===== config.mk =====
export PLATFORM = sky130hd
export DESIGN_NAME = sync_fifo_ext
export DESIGN_NICKNAME = d
export VERILOG_FILES = /design/src/rtl/sync_fifo_pkg.sv /design/src/rtl/sync_fifo_ram.sv /design/src/rtl/sync_fifo_ext.sv
export SDC_FILE = /design/constraint.sdc
export NUM_CORES = 1
export LEC_CHECK = 0
export BUFFER_PORTS_ARGS = -buffer_cell sky130_fd_sc_hd__buf_4
export CORE_UTILIZATION = 40
export CTS_CLUSTER_DIAMETER = 30
export DETAILED_ROUTE_END_ITERATION = 10
export MAX_ROUTING_LAYER = met4
export PLACE_DENSITY = 0.54
export SLEW_MARGIN = 20
export SYNTH_ARGS = -nofsm -noshare
export SYNTH_HDL_FRONTEND = slang
export SYNTH_SLANG_ARGS = --single-unit

===== constraint.sdc =====
create_clock -name clk -period 3.3 [get_ports clk]
set_input_delay 0.66 -clock clk [delete_from_list [all_inputs] [get_ports clk]]
set_output_delay 0.66 -clock clk [all_outputs]
set_load 0.01 [all_outputs]

===== src/rtl/sync_fifo_pkg.sv =====
// sync_fifo_pkg
// Shared definitions for the sync_fifo_ext slice:
//   fifo_mode_e        - read-side behaviour (registered or first-word-fall-through)
//   DEFAULT_DATA_WIDTH - default word width
//   DEFAULT_DEPTH      - default number of entries
//   is_pow2()          - elaboration-time helper for depth checking
package sync_fifo_pkg;

    typedef enum logic {
        MODE_STD  = 1'b0,
        MODE_FWFT = 1'b1
    } fifo_mode_e;

    localparam int unsigned DEFAULT_DATA_WIDTH = 8;
    localparam int unsigned DEFAULT_DEPTH      = 16;

    function automatic bit is_pow2(input int unsigned v);
        return (v != 0) && ((v & (v - 1)) == 0);
    endfunction

endpackage


===== src/rtl/sync_fifo_ram.sv =====
// sync_fifo_ram
// Storage array for sync_fifo_ext: one synchronous write port and one
// asynchronous read port. Contents are deliberately not reset.
// Ports:
//   clk   - clock, write on rising edge
//   we    - write enable
//   waddr - write index
//   wdata - write word
//   raddr - read index
//   rdata - read word (combinational from raddr)
module sync_fifo_ram
    import sync_fifo_pkg::*;
#(
    parameter int unsigned DATA_WIDTH = DEFAULT_DATA_WIDTH,
    parameter int unsigned DEPTH      = DEFAULT_DEPTH
) (
    input  logic                       clk,
    input  logic                       we,
    input  logic [$clog2(DEPTH)-1:0]   waddr,
    input  logic [DATA_WIDTH-1:0]      wdata,
    input  logic [$clog2(DEPTH)-1:0]   raddr,
    output logic [DATA_WIDTH-1:0]      rdata
);

    logic [DATA_WIDTH-1:0] mem [DEPTH];

    always_ff @(posedge clk) begin
        if (we) begin
            mem[waddr] <= wdata;
        end
    end

    assign rdata = mem[raddr];

endmodule


===== src/rtl/sync_fifo_ext.sv =====
// sync_fifo_ext
// Synchronous FIFO with status/threshold flags, sticky error flags and a
// selectable read mode (registered or first-word-fall-through).
// Ports:
//   clk          - clock, all logic on rising edge
//   rst          - synchronous active-high reset
//   wr_en        - write request (accepted when not full)
//   wr_data      - write word
//   rd_en        - read / pop request (accepted when not empty)
//   rd_data      - read word
//   rd_valid     - rd_data qualifier
//   full, empty  - occupancy status
//   almost_full  - count >= AF_THRESH
//   almost_empty - count <= AE_THRESH
//   count        - occupancy 0..DEPTH
//   overflow     - sticky: write attempted while full
//   underflow    - sticky: read attempted while empty
//   clr_err      - clears overflow/underflow (new events win)
module sync_fifo_ext
    import sync_fifo_pkg::*;
#(
    parameter int unsigned DATA_WIDTH = DEFAULT_DATA_WIDTH,
    parameter int unsigned DEPTH      = DEFAULT_DEPTH,
    parameter fifo_mode_e  MODE       = MODE_STD,
    parameter int unsigned AF_THRESH  = DEPTH - 2,
    parameter int unsigned AE_THRESH  = 2
) (
    input  logic                       clk,
    input  logic                       rst,
    input  logic                       wr_en,
    input  logic [DATA_WIDTH-1:0]      wr_data,
    input  logic                       rd_en,
    output logic [DATA_WIDTH-1:0]      rd_data,
    output logic                       rd_valid,
    output logic                       full,
    output logic                       empty,
    output logic                       almost_full,
    output logic                       almost_empty,
    output logic [$clog2(DEPTH):0]     count,
    output logic                       overflow,
    output logic                       underflow,
    input  logic                       clr_err
);

    localparam int unsigned AW = $clog2(DEPTH);

    // Parameter sanity checks
    if (!is_pow2(DEPTH) || DEPTH < 4) begin : g_bad_depth
        $error("sync_fifo_ext: DEPTH must be a power of two and >= 4");
    end
    if (AF_THRESH < 1 || AF_THRESH > DEPTH - 1) begin : g_bad_af
        $error("sync_fifo_ext: AF_THRESH must be within 1..DEPTH-1");
    end
    if (AE_THRESH < 1 || AE_THRESH > DEPTH - 1) begin : g_bad_ae
        $error("sync_fifo_ext: AE_THRESH must be within 1..DEPTH-1");
    end

    localparam logic [AW:0] AF_LVL = AF_THRESH[AW:0];
    localparam logic [AW:0] AE_LVL = AE_THRESH[AW:0];

    // Pointers carry one extra wrap bit so full and empty are distinguishable
    logic [AW:0]           wptr;
    logic [AW:0]           rptr;
    logic                  wr_acc;
    logic                  rd_acc;
    logic [DATA_WIDTH-1:0] ram_rdata;

    assign empty        = (wptr == rptr);
    assign full         = (wptr[AW] != rptr[AW]) && (wptr[AW-1:0] == rptr[AW-1:0]);
    assign count        = wptr - rptr;
    assign almost_full  = (count >= AF_LVL);
    assign almost_empty = (count <= AE_LVL);

    // Acceptance depends only on current flags, so a same-cycle read cannot
    // make room for a write on full, nor a write feed a read on empty
    assign wr_acc = wr_en && !full;
    assign rd_acc = rd_en && !empty;

    sync_fifo_ram #(
        .DATA_WIDTH (DATA_WIDTH),
        .DEPTH      (DEPTH)
    ) u_ram (
        .clk   (clk),
        .we    (wr_acc),
        .waddr (wptr[AW-1:0]),
        .wdata (wr_data),
        .raddr (rptr[AW-1:0]),
        .rdata (ram_rdata)
    );

    always_ff @(posedge clk) begin
        if (rst) begin
            wptr      <= '0;
            rptr      <= '0;
            overflow  <= 1'b0;
            underflow <= 1'b0;
        end else begin
            if (wr_acc) begin
                wptr <= wptr + 1'b1;
            end
            if (rd_acc) begin
                rptr <= rptr + 1'b1;
            end
            // A new error event outranks a simultaneous clear
            if (wr_en && full) begin
                overflow <= 1'b1;
            end else if (clr_err) begin
                overflow <= 1'b0;
            end
            if (rd_en && empty) begin
                underflow <= 1'b1;
            end else if (clr_err) begin
                underflow <= 1'b0;
            end
        end
    end

    if (MODE == MODE_FWFT) begin : g_fwft
        // Head word is always on the output; rd_en only pops
        assign rd_data  = ram_rdata;
        assign rd_valid = !empty;
    end else begin : g_std
        logic [DATA_WIDTH-1:0] rd_data_q;
        logic                  rd_valid_q;

        always_ff @(posedge clk) begin
            if (rst) begin
                rd_data_q  <= '0;
                rd_valid_q <= 1'b0;
            end else begin
                rd_valid_q <= rd_acc;
                if (rd_acc) begin
                    rd_data_q <= ram_rdata;
                end
            end
        end

        assign rd_data  = rd_data_q;
        assign rd_valid = rd_valid_q;
    end

endmodule


== Word-level counts from Yosys, hierarchy flattened ==
Memory sizes are Yosys's and may differ from the RTL's. A register that Yosys moved wholly into a read port is not among the register bits.
Cells that the tools add are included.
Word-level totals
  register bits after elaboration: 13
  bits in writable memories: 128
  output and inout bits: 20
  word-level logic and storage cells: 28
  memories: 1
Operators by class
  add/sub/neg operators: 3
  magnitude comparators: 2
  eq/ne operators: 3
  mux-type cells: 5
  reductions and logical operators: 9
Memory list
  u_ram.mem: words 16, bits a word 8, rd ports 1, clocked after Yosys merged registers in 1, wr ports 1, line sync_fifo_ram.sv:25  | logic [DATA_WIDTH-1:0] mem [DEPTH];
Operator list (number)
  $add A5 B1 Y5 const B: 2
  $eq A5 B5 Y1: 1
  $ge A5 B4 Y1 const B: 1
  $le A5 B2 Y1 const B: 1
  $logic_and A1 B1 Y1: 5
  $mux W1: 5
  $sub A5 B5 Y5: 1
  $eq A4 B4 Y1: 1
  $reduce_bool A2 Y1: 2
  $logic_not A1 Y1: 2
  $ne A1 B1 Y1: 1

== Logic depth before layout (Yosys ltp) ==
Gate-level depths: netlist (run 1).
  word-level depth: 6
  mapped depth: 9

== Modules after synthesis ==
From an unflattened synthesis (run 1), not the netlist that was laid out.
Second synthesis, totals
  cell total of the unflattened synthesis: 329
  area, all modules: 5990.7 µm²
By module, submodules not included
  sync_fifo_ram: instances 1, cells each 221, area each 4987.3 µm², sequential area each 3843.7 µm²
  sync_fifo_ext: instances 1, cells each 108, area each 1003.5 µm², sequential area each 420.4 µm²

== Worst setup path before layout (run 1) ==
Ideal clock, no wire load.
  path type: register -> output
  start: register rptr[1]
  end: output almost_empty
  arrival time: 2.190 ns
  data required time: 2.640 ns
  slack: 0.450 ns
  stages on the path, launching flop included: 9
  path through: dfxtp_1 -> buf_4 -> buf_4 -> inv_1 -> fa_1 -> a21o_1 -> a21oi_1 -> xnor2_1 -> a211oi_1
On the way
  cells in the longest elaborated chain, start to end: 2
RTL lines
  start, declared: line sync_fifo_ext.sv:63  | logic [AW:0] rptr;
  start signal, assigned: line sync_fifo_ext.sv:102  | rptr <= rptr + 1'b1;
  $sub A5 B5 Y5: line sync_fifo_ext.sv:70  | assign count = wptr - rptr;
  net count[4]: line sync_fifo_ext.sv:39  | output logic [$clog2(DEPTH):0] count,
  $le A5 B2 Y1: line sync_fifo_ext.sv:72  | assign almost_empty = (count <= AE_LVL);
  end, declared: line sync_fifo_ext.sv:38  | output logic almost_empty,
The timed path passes the listed nets, and every way through them passes these cells.

== Worst setup path after layout (run 1) ==
  start: register wptr[0]
  end: output almost_full
On the way
  cells in the longest elaborated chain, start to end: 2
RTL lines
  start, declared: line sync_fifo_ext.sv:62  | logic [AW:0] wptr;
  start signal, assigned: line sync_fifo_ext.sv:99  | wptr <= wptr + 1'b1;
  $sub A5 B5 Y5: line sync_fifo_ext.sv:70
  $ge A5 B4 Y1: line sync_fifo_ext.sv:71  | assign almost_full = (count >= AF_LVL);
  end, declared: line sync_fifo_ext.sv:37  | output logic almost_full,
Every way passes these cells.

==> results of run 1 <==
routing by layer:
metal  track usage (%)  wire [um]
met1             23.95       6355
met4             6.456        163
met3             3.937        391
met5                 -          0
met2             29.81       6440
cells in the mapped netlist, types with 4 or more instances:
library cell	count
buf_4	4
nor3_1	12
nor2b_1	4
buf_2	9
xnor2_1	4
clkbuf_1	5
dfxtp_1	21
a21oi_1	6
mux2i_1	49
mux4_2	8
nor2_1	33
a211oi_1	9
o22ai_1	16
inv_1	8
o21ai_0	10
edfxtp_1	128
nand2_1	7
a221oi_1	8
ha_1	9
cell families after synthesis:
family	Yosys count	share of synthesized area, %
adders and majority gates	10	2.194
AOI/OAI and AO/OA	61	6.829
DFF	149	70.53
and+or+nand+nor	71	5.629
xor gates and xnor gates	9	1.552
muxes	57	11.09
buffers and inverters	28	2.173
where the power goes:
group	leakage, nW	internal (mW)	total (mW)	switching [mW]
sequential	1.33	2.10	2.13	0.0316
clock	0.326	1.42	2.18	0.755
combinational	0.740	0.280	0.656	0.376
total	2.39	3.80	4.97	1.16
layout make-up:
cell class / count / area [sq um]
clock buffer: 17 / 425.4
clock inverter: 15 / 249.0
fill: 1264 / 7406
inverter: 8 / 30.03
multi-input combinational: 208 / 1655
sequential: 149 / 4265
tap: 184 / 230.2
timing repair buffer: 51 / 382.9
state kept, by name (all words and copies together), names as in the netlist:
| signal | count |
|---|---|
| u_ram.mem | 128 |
| rd_data | 8 |
| rptr | 5 |
| wptr | 5 |
| overflow | 1 |
| rd_valid | 1 |
| underflow | 1 |
metrics by stage:
stage	hold WS, ns	area [sq um]
global placement	0.5074	6559
global route	0.5236	7238
floorplan	0.5202	6046
detailed placement	0.5137	6559
CTS	0.4987	7233
finish	0.5093	7238
worst max path at each step:
stage	to	startpoint
finish	almost_full	wptr[0]
global route	almost_empty	wptr[0]
CTS	almost_empty	wptr[0]
detailed placement	almost_empty	wptr[0]
global placement	almost_empty	wptr[0]
floorplan	almost_empty	rptr[1]
critical path, cell delays in order, from the launching register on:
cell,delay (ns)
dfxtp_1,0.36
inv_1,0.14
ha_1,0.18
inv_1,0.05
fa_1,0.40
a21o_1,0.20
a21oi_1,0.18
xnor2_1,0.14
a41o_1,0.24
buf_4,0.14
==> impl_metrics.csv, run 1 <==
group,metric,value,unit
critical_path,reg2reg_from,"wptr[3]",
logic_synthesis,syn_area,6046,sq um
placed_design,dp_hpwl,8.368,mm
critical_path,cp.required,2.64,ns
power,pwr_density_cell,686.0,nW/um^2
cts,clk_latency,0.41,ns
die,rows,44,
critical_path,r2r_cells,4,
logic_synthesis,synth_top_area_cell,"edfxtp_1",
sta,hold_violations,0,
die,die_w,124.9,um
min_path,hp-start,"rd_en",
die,io_pins,33,
power,power,4.966,mW
sta,rsz0062_at_grt,"false",
min_path,hold_end,"underflow",
cts,cts_root_buffer,"clkbuf_16",
global_routing,track_usage,18.74,%
logic_synthesis,ys_top_cells_by_area,"edfxtp_1 64%, mux2i_1 8.1%, dfxtp_1 7.0%, mux4_2 3.0%, nor2_1 2.0%",
logic_synthesis,syn_nets,408,
finish,nets,458,
global_routing,antenna_found_initial,0,
drt,postRouteAntennaNets,0,
min_path,hold_path_depth,3,
cts,htreeDepth,4,
sta,fmax,0.3236,GHz
logic_synthesis,postSynthCellCount,385,
cts,postCtsResizedCells,0,
logic_synthesis,synth-async-reset-ratio,0,%
cts,cts_tree,"built",
sta,fin_crit,3.091,ns
sta,final.setup.tns,0,ns
die,dieArea,15610,sq um
sta,report.final.setup_viol,0,
sta,setup_ws,0.2093,ns
sta,period_share,93.66,%
status,violations,"DRC",
drt,vias_per_cell,5.285,
logic_synthesis,ys_seq_area_share,70.53,%
finish,diodes,0,
logic_synthesis,synthFlopType,"edfxtp_1",
placed_design,routabilityCongestion,0.8128,
power,vdd_drop_max,368.4,uV
cts,postCtsSetupRepairBufs,0,
critical_path,r2r_slack,0.90,ns
finish,final_common_cell,"edfxtp_1",
placed_design,post-place-cells,600,
min_path,min_path_type,"in -> reg",
critical_path,r2r-end,"u_ram.mem[11][7]",
sta,slew_headroom,48.13,%
logic_synthesis,yosysTopAreaCellShare,63.58,%
die,die_h,124.9,um
drt,drt_iter0_markers,177,
finish,syn2layout_area_growth,19.72,%
cts,hold_buffers,0,
critical_path,end_kind,"output port",
cts,cts_max_path_buffers,2,
logic_synthesis,yosys.cell_types.count,40,
placed_design,port_buffers,32,
sta,finalMaxSlewViolations,0,
critical_path,arrival,2.43,ns
finish,layout-drive-gt1-share,21.65,%
finish,fin_util,49.43,%
critical_path,cp_max_fo,5,
drt,route.vias.total,3340,
drt,wl,13.35,mm
global_routing,grt_pass1_vias,3499,
finish,instances_no_fill,632,
cts,cts.sinks,149,
drt,wl_per_cell,21.13,um
finish,mostFrequentLayoutCells,"128 x edfxtp_1, 51 x buf_4, 49 x mux2i_1",
cts,clkTransAtPathRegs,0.06,ns
job,drv_cap,0,
cts,numCtsBuffers,17,
die,initial_core_util,41.29,%
logic_synthesis,yosys_register_bits,149,
drt,drc,9,
global_routing,grt_pass1_wl,20.51,mm
die,fp.coreArea,14640,sq um
power,p_leak,2.394,nW
global_routing,grt_max_degree,32,
drt,drt_pre_antenna_iters,7,
sta,skew,0.005283,ns
critical_path,cp-start-kind,"flop",
logic_synthesis,syn_area_per_cell,15.70,sq um
critical_path,critical_path_class,"reg -> out",
global_routing,overflow,0,
logic_synthesis,synth-edff-count,128,
logic_synthesis,ys_warn_count,0,
placed_design,dpl_worst_slack,0.6133,ns
sta,worst_pin_slew,0.7752,ns
status,status,"finished, violations left",
(Power assumes the default switching activity.)
==> run 2: changes to the inputs <==
--- a/config.mk
+++ b/config.mk
@@ -6,11 +6,11 @@
 export NUM_CORES = 1
 export LEC_CHECK = 0
 export BUFFER_PORTS_ARGS = -buffer_cell sky130_fd_sc_hd__buf_4
-export CORE_UTILIZATION = 40
+export CORE_UTILIZATION = 55
 export CTS_CLUSTER_DIAMETER = 30
 export DETAILED_ROUTE_END_ITERATION = 10
 export MAX_ROUTING_LAYER = met4
-export PLACE_DENSITY = 0.54
+export PLACE_DENSITY = 0.71
 export SLEW_MARGIN = 20
 export SYNTH_ARGS = -nofsm -noshare
 export SYNTH_HDL_FRONTEND = slang
==> impl_metrics.csv, run 2 (synthesis results as in run 1) <==
group,metric,value,unit
sta,rsz0062_at_grt,"false",
global_routing,grt_max_degree,32,
power,vdd_drop_max,619.4,uV
sta,period_share,95.64,%
power,switching_share,23.26,%
drt,vias_per_cell,5.900,
die,die_w,106.8,um
sta,fin_crit,3.156,ns
critical_path,end_kind,"output port",
critical_path,cp_max_fo,5,
finish,design_area,7111,sq um
die,rows,37,
cts,hold_buffers,0,
cts,cts_tree,"built",
die,dieArea,11420,sq um
sta,hold_violations,0,
power,p_leak,2.354,nW
cts,clkTransAtPathRegs,0.06,ns
placed_design,place_area,6484,sq um
power,power,4.787,mW
drt,drt_iter0_markers,309,
finish,diodes,0,
power,pwr_density_cell,673.2,nW/um^2
sta,finalMaxSlewViolations,0,
finish,layout-drive-gt1-share,20.85,%
global_routing,overflow,0,
sta,worst_pin_slew,0.7257,ns
global_routing,track_usage,24.95,%
die,initial_core_util,57.53,%
finish,nets,456,
drt,drt-met1-wl,5.620,mm
cts,clk_latency,0.53,ns
drt,route.vias.total,3434,
critical_path,crit_path_frequent_cell,"inv_1",
cts,postCtsResizedCells,0,
drt,wl_met3,693,um
job,drv_cap,0,
critical_path,worstPathCellList,"inv_1 -> ha_1 -> inv_1 -> fa_1 -> a21o_1 -> a21oi_1 -> xnor2_1 -> a211oi_1 -> buf_4",
critical_path,critical_path_buf_inv_count,3,
cts,cts.sinks,149,
status,status,"finished, final reports clean",
cts,htreeDepth,4,
die,fp.coreArea,10510,sq um
global_routing,grt_pass1_vias,3391,
power,seqPwrFrac,44.5,%
finish,syn2layout_area_growth,17.61,%
drt,wl,12.48,mm
critical_path,cp.required,2.64,ns
critical_path,crit_slowest_cell,"fa_1",
cts,cts_max_path_buffers,2,
sta,report.final.setup_viol,0,
critical_path,path_delay_family,"compound AO/OA/AOI/OAI gates",
finish,final_common_cell,"edfxtp_1",
drt,drt_pre_antenna_iters,5,
critical_path,cp-start-kind,"flop",
power,switchingPower,1.114,mW
placed_design,dp_hpwl,7.892,mm
sta,slew_headroom,51.44,%
power,internal-power,3.673,mW
sta,hold_ws,0.4018,ns
finish,max_flop_register,"u_ram.mem",
cts,postCtsSetupRepairBufs,0,
critical_path,cp_slowest_stage_delay,0.39,ns
die,io_pins,33,
drt,met2_length,5.901,mm
drt,drc,0,
drt,wl_per_cell,21.44,um
global_routing,antenna_found_initial,0,
finish,mostFrequentLayoutCells,"128 x edfxtp_1, 49 x mux2i_1, 49 x buf_4",
critical_path,critical_path_class,"reg -> out",
die,die_h,106.8,um
sta,fmax,0.3168,GHz
placed_design,routabilityCongestion,0.8568,
min_path,min_path_type,"in -> reg",
power,p_comb_share,13.4,%
drt,maxUsedRoutingLayer,"met4",
cts,cts_root_buffer,"clkbuf_8",
finish,fin_util,67.66,%
sta,final.setup.tns,0,ns
critical_path,arrival,2.50,ns
global_routing,grt_pass1_wl,19.16,mm
power,power_frac_clock,42.1,%
placed_design,port_buffers,32,
drt,postRouteAntennaNets,0,
sta,skew,0.006661,ns
cts,numCtsBuffers,17,
finish,largest_reg_flops,128,
-- run 2: power by group through the flow --
stage	logic (mW)	registers [mW]	clock network, mW
after detailed placement	0.642	2.17	0
after global routing	0.696	2.13	2.13
final	0.640	2.13	2.02
after global placement	0.627	2.17	0
after floorplan	0.383	2.17	0
after CTS	0.644	2.13	2.04
-- run 2: final timing paths --
check                  start               to  slack, ns  cells after the start
hold / removal         rd_en        underflow       0.40                      3
setup reg to reg     wptr[2]  u_ram.mem[4][0]       0.86                      5
hold reg to reg   rd_data[0]       rd_data[0]       0.50                      2
setup / recovery     wptr[0]     almost_empty       0.14                      9
-- run 2: metrics by stage --
step	setup WS, ns	cells
2_1_floorplan	0.4500	385
3_3_place_gp	0.7495	550
3_5_place_dp	0.6898	550
4_1_cts	0.1200	582
5_1_grt	0.007540	582
6_report	0.1439	582
-- run 2: worst reg2reg max path, stage by stage (launching register included) --
cell     delay (ns)
dfxtp_1        0.53
ha_1           0.36
nand4_2        0.21
o21a_1         0.26
nand2_1        0.15
nor2_1         0.56
-- run 2: cell type report --
type,count,area (sq um)
sequential,149,4265
fill,703,3398
multi-input combinational,208,1650
clock buffer,18,417.9
timing repair buffer,49,367.9
clock inverter,14,209.0
tap,136,170.2
inverter,8,30.03
-- run 2: layer usage --
| metal | vias up | GRT usage (%) |
|---|---|---|
| met2 | 130 | 36.08 |
| met5 | - | - |
| met1 | 1696 | 33.49 |
| met3 | 18 | 6.626 |
| li1 | 1590 | - |
| met4 | 0 | 11.06 |
==> run 3: changes to the inputs <==
--- a/config.mk
+++ b/config.mk
@@ -5,12 +5,12 @@
 export SDC_FILE = /design/constraint.sdc
 export NUM_CORES = 1
 export LEC_CHECK = 0
-export BUFFER_PORTS_ARGS = -buffer_cell sky130_fd_sc_hd__buf_4
-export CORE_UTILIZATION = 55
+export BUFFER_PORTS_ARGS = -buffer_cell sky130_fd_sc_hd__buf_2
+export CORE_UTILIZATION = 30
 export CTS_CLUSTER_DIAMETER = 30
 export DETAILED_ROUTE_END_ITERATION = 10
 export MAX_ROUTING_LAYER = met4
-export PLACE_DENSITY = 0.71
+export PLACE_DENSITY = 0.43
 export SLEW_MARGIN = 20
 export SYNTH_ARGS = -nofsm -noshare
 export SYNTH_HDL_FRONTEND = slang
==> impl_metrics.csv, run 3 (synthesis results as in run 1) <==
group,metric,value,unit
status,status,"finished, final reports clean",
cts,cts_root_buffer,"clkbuf_16",
sta,worst_pin_slew,0.7246,ns
finish,max_flop_register,"u_ram.mem",
critical_path,cp_slowest_stage_delay,0.40,ns
sta,skew,0.005500,ns
drt,drc,0,
finish,multi_input_area,1650,sq um
job,drv_cap,0,
power,power,4.661,mW
finish,layout-drive-gt1-share,20.81,%
cts,clk_latency,0.41,ns
critical_path,worstPathCellList,"inv_1 -> ha_1 -> inv_1 -> fa_1 -> a21o_1 -> a21oi_1 -> xnor2_1 -> a211oi_1 -> buf_2",
finish,seq_area,4265,sq um
cts,numCtsBuffers,17,
cts,clkTransAtPathRegs,0.06,ns
placed_design,place_area,6573,sq um
global_routing,track_usage,14.87,%
sta,finalMaxSlewViolations,0,
global_routing,grt_pass1_vias,3323,
sta,slew_headroom,51.52,%
drt,route.vias.total,3348,
placed_design,port_buffers,32,
placed_design,routabilityCongestion,0.7578,
drt,drt_pre_antenna_iters,4,
cts,cts_max_path_buffers,2,
finish,nets,457,
cts,cts_tree,"built",
die,die_h,144.0,um
finish,syn2layout_area_growth,18.50,%
critical_path,cp.required,2.64,ns
placed_design,post-place-cells,680,
finish,final_common_cell,"edfxtp_1",
sta,fin_crit,3.023,ns
drt,wl,13.98,mm
cts,postCtsResizedCells,0,
critical_path,crit_slowest_cell,"fa_1",
cts,cts.sinks,149,
die,dieArea,20720,sq um
finish,fillers,1845,
sta,rsz0062_at_grt,"false",
finish,largest_reg_flops,128,
critical_path,critical_path_buf_inv_count,3,
die,die_w,144.0,um
critical_path,end_kind,"output port",
global_routing,overflow,0,
critical_path,crit_path_frequent_cell,"inv_1",
power,pwr_density_cell,650.6,nW/um^2
placed_design,dp_hpwl,9.035,mm
drt,drt_iter0_markers,243,
power,vdd_drop_max,213.3,uV
min_path,min_path_type,"reg -> reg",
finish,instances_no_fill,712,
global_routing,grt_max_degree,32,
critical_path,arrival,2.36,ns
die,io_pins,33,
sta,final.setup.tns,0,ns
finish,design_area,7164,sq um
die,initial_core_util,30.86,%
drt,postRouteAntennaNets,0,
critical_path,critical_path_class,"reg -> out",
cts,hold_buffers,0,
global_routing,antenna_found_initial,0,
critical_path,path_delay_family,"adder cells",
critical_path,cp-start-kind,"flop",
sta,fmax,0.3308,GHz
drt,wl_per_cell,19.63,um
critical_path,cp_max_fo,5,
finish,diodes,0,
sta,period_share,91.60,%
cts,postCtsSetupRepairBufs,0,
die,fp.coreArea,19590,sq um
sta,report.final.setup_viol,0,
sta,hold_violations,0,
cts,htreeDepth,4,
die,rows,51,
drt,vias_per_cell,4.702,
global_routing,grt_pass1_wl,20.42,mm
power,p_leak,2.331,nW
finish,mostFrequentLayoutCells,"128 x edfxtp_1, 49 x mux2i_1, 33 x nor2_1",
-- run 3: changes by cell type in the layout (fill, tap and decap cells not counted) --
cell / before / now
clkinvlp_4: 3 / 2
buf_4: 49 / 18
clkbuf_1: 1 / 2
clkbuf_8: 1 / 0
buf_2: 0 / 32
clkbuf_16: 16 / 17
clkinv_4: 2 / 4
bufinv_16: 5 / 3
-- run 3: cell type report --
cell class              count  area share (%)
flip-flops and latches    149           59.54
clock inverters            13           2.218
repair buffers             50           4.122
clock buffers              19           6.043
well taps                 265           4.628
multi-input cells         208           23.04
inverters                   8          0.4191
-- run 3: per-stage QoR --
| stage | hold slack [ns] | utilization, % | setup slack, ns |
|---|---|---|---|
| finish | 0.5062 | 36.57 | 0.2772 |
| global route | 0.5356 | 36.57 | 0.1317 |
| CTS | 0.5133 | 36.57 | 0.2567 |
| detailed placement | 0.5048 | 33.55 | 0.7076 |
| global placement | 0.5002 | 33.55 | 0.7453 |
| floorplan | 0.5202 | - | 0.4500 |
-- run 3: routing by layer --
layer / global-route usage (%) / part of all wire [%] / up-vias / wire (um)
met4: 6.719 / 1.9 / 0 / 272
li1: - / - / 1588 / -
met3: 3.432 / 3.6 / 18 / 502
met5: - / 0 / - / 0
met1: 18.47 / 46 / 1672 / 6452
met2: 23.01 / 48 / 70 / 6752
-- run 3: worst min-delay path, stage by stage (launching register included) --
cell	delay, ns
dfxtp_1	0.31
nor2_1	0.10
a211oi_1	0.05
-- run 3: final timing paths --
kind	cells past startpoint	end	start	slack (ns)
worst min register to register	2	rd_data[5]	rd_data[5]	0.51
worst max-delay path	9	almost_empty	wptr[0]	0.28
worst max register to register	6	u_ram.mem[1][1]	wptr[2]	0.94
worst min-delay path	2	rd_data[5]	rd_data[5]	0.51
-- run 3: where the power goes --
group / switching (mW) / internal, mW / total [mW]
combinational: 0.372 / 0.236 / 0.607
clock: 0.737 / 1.19 / 1.92
sequential: 0.0326 / 2.10 / 2.13
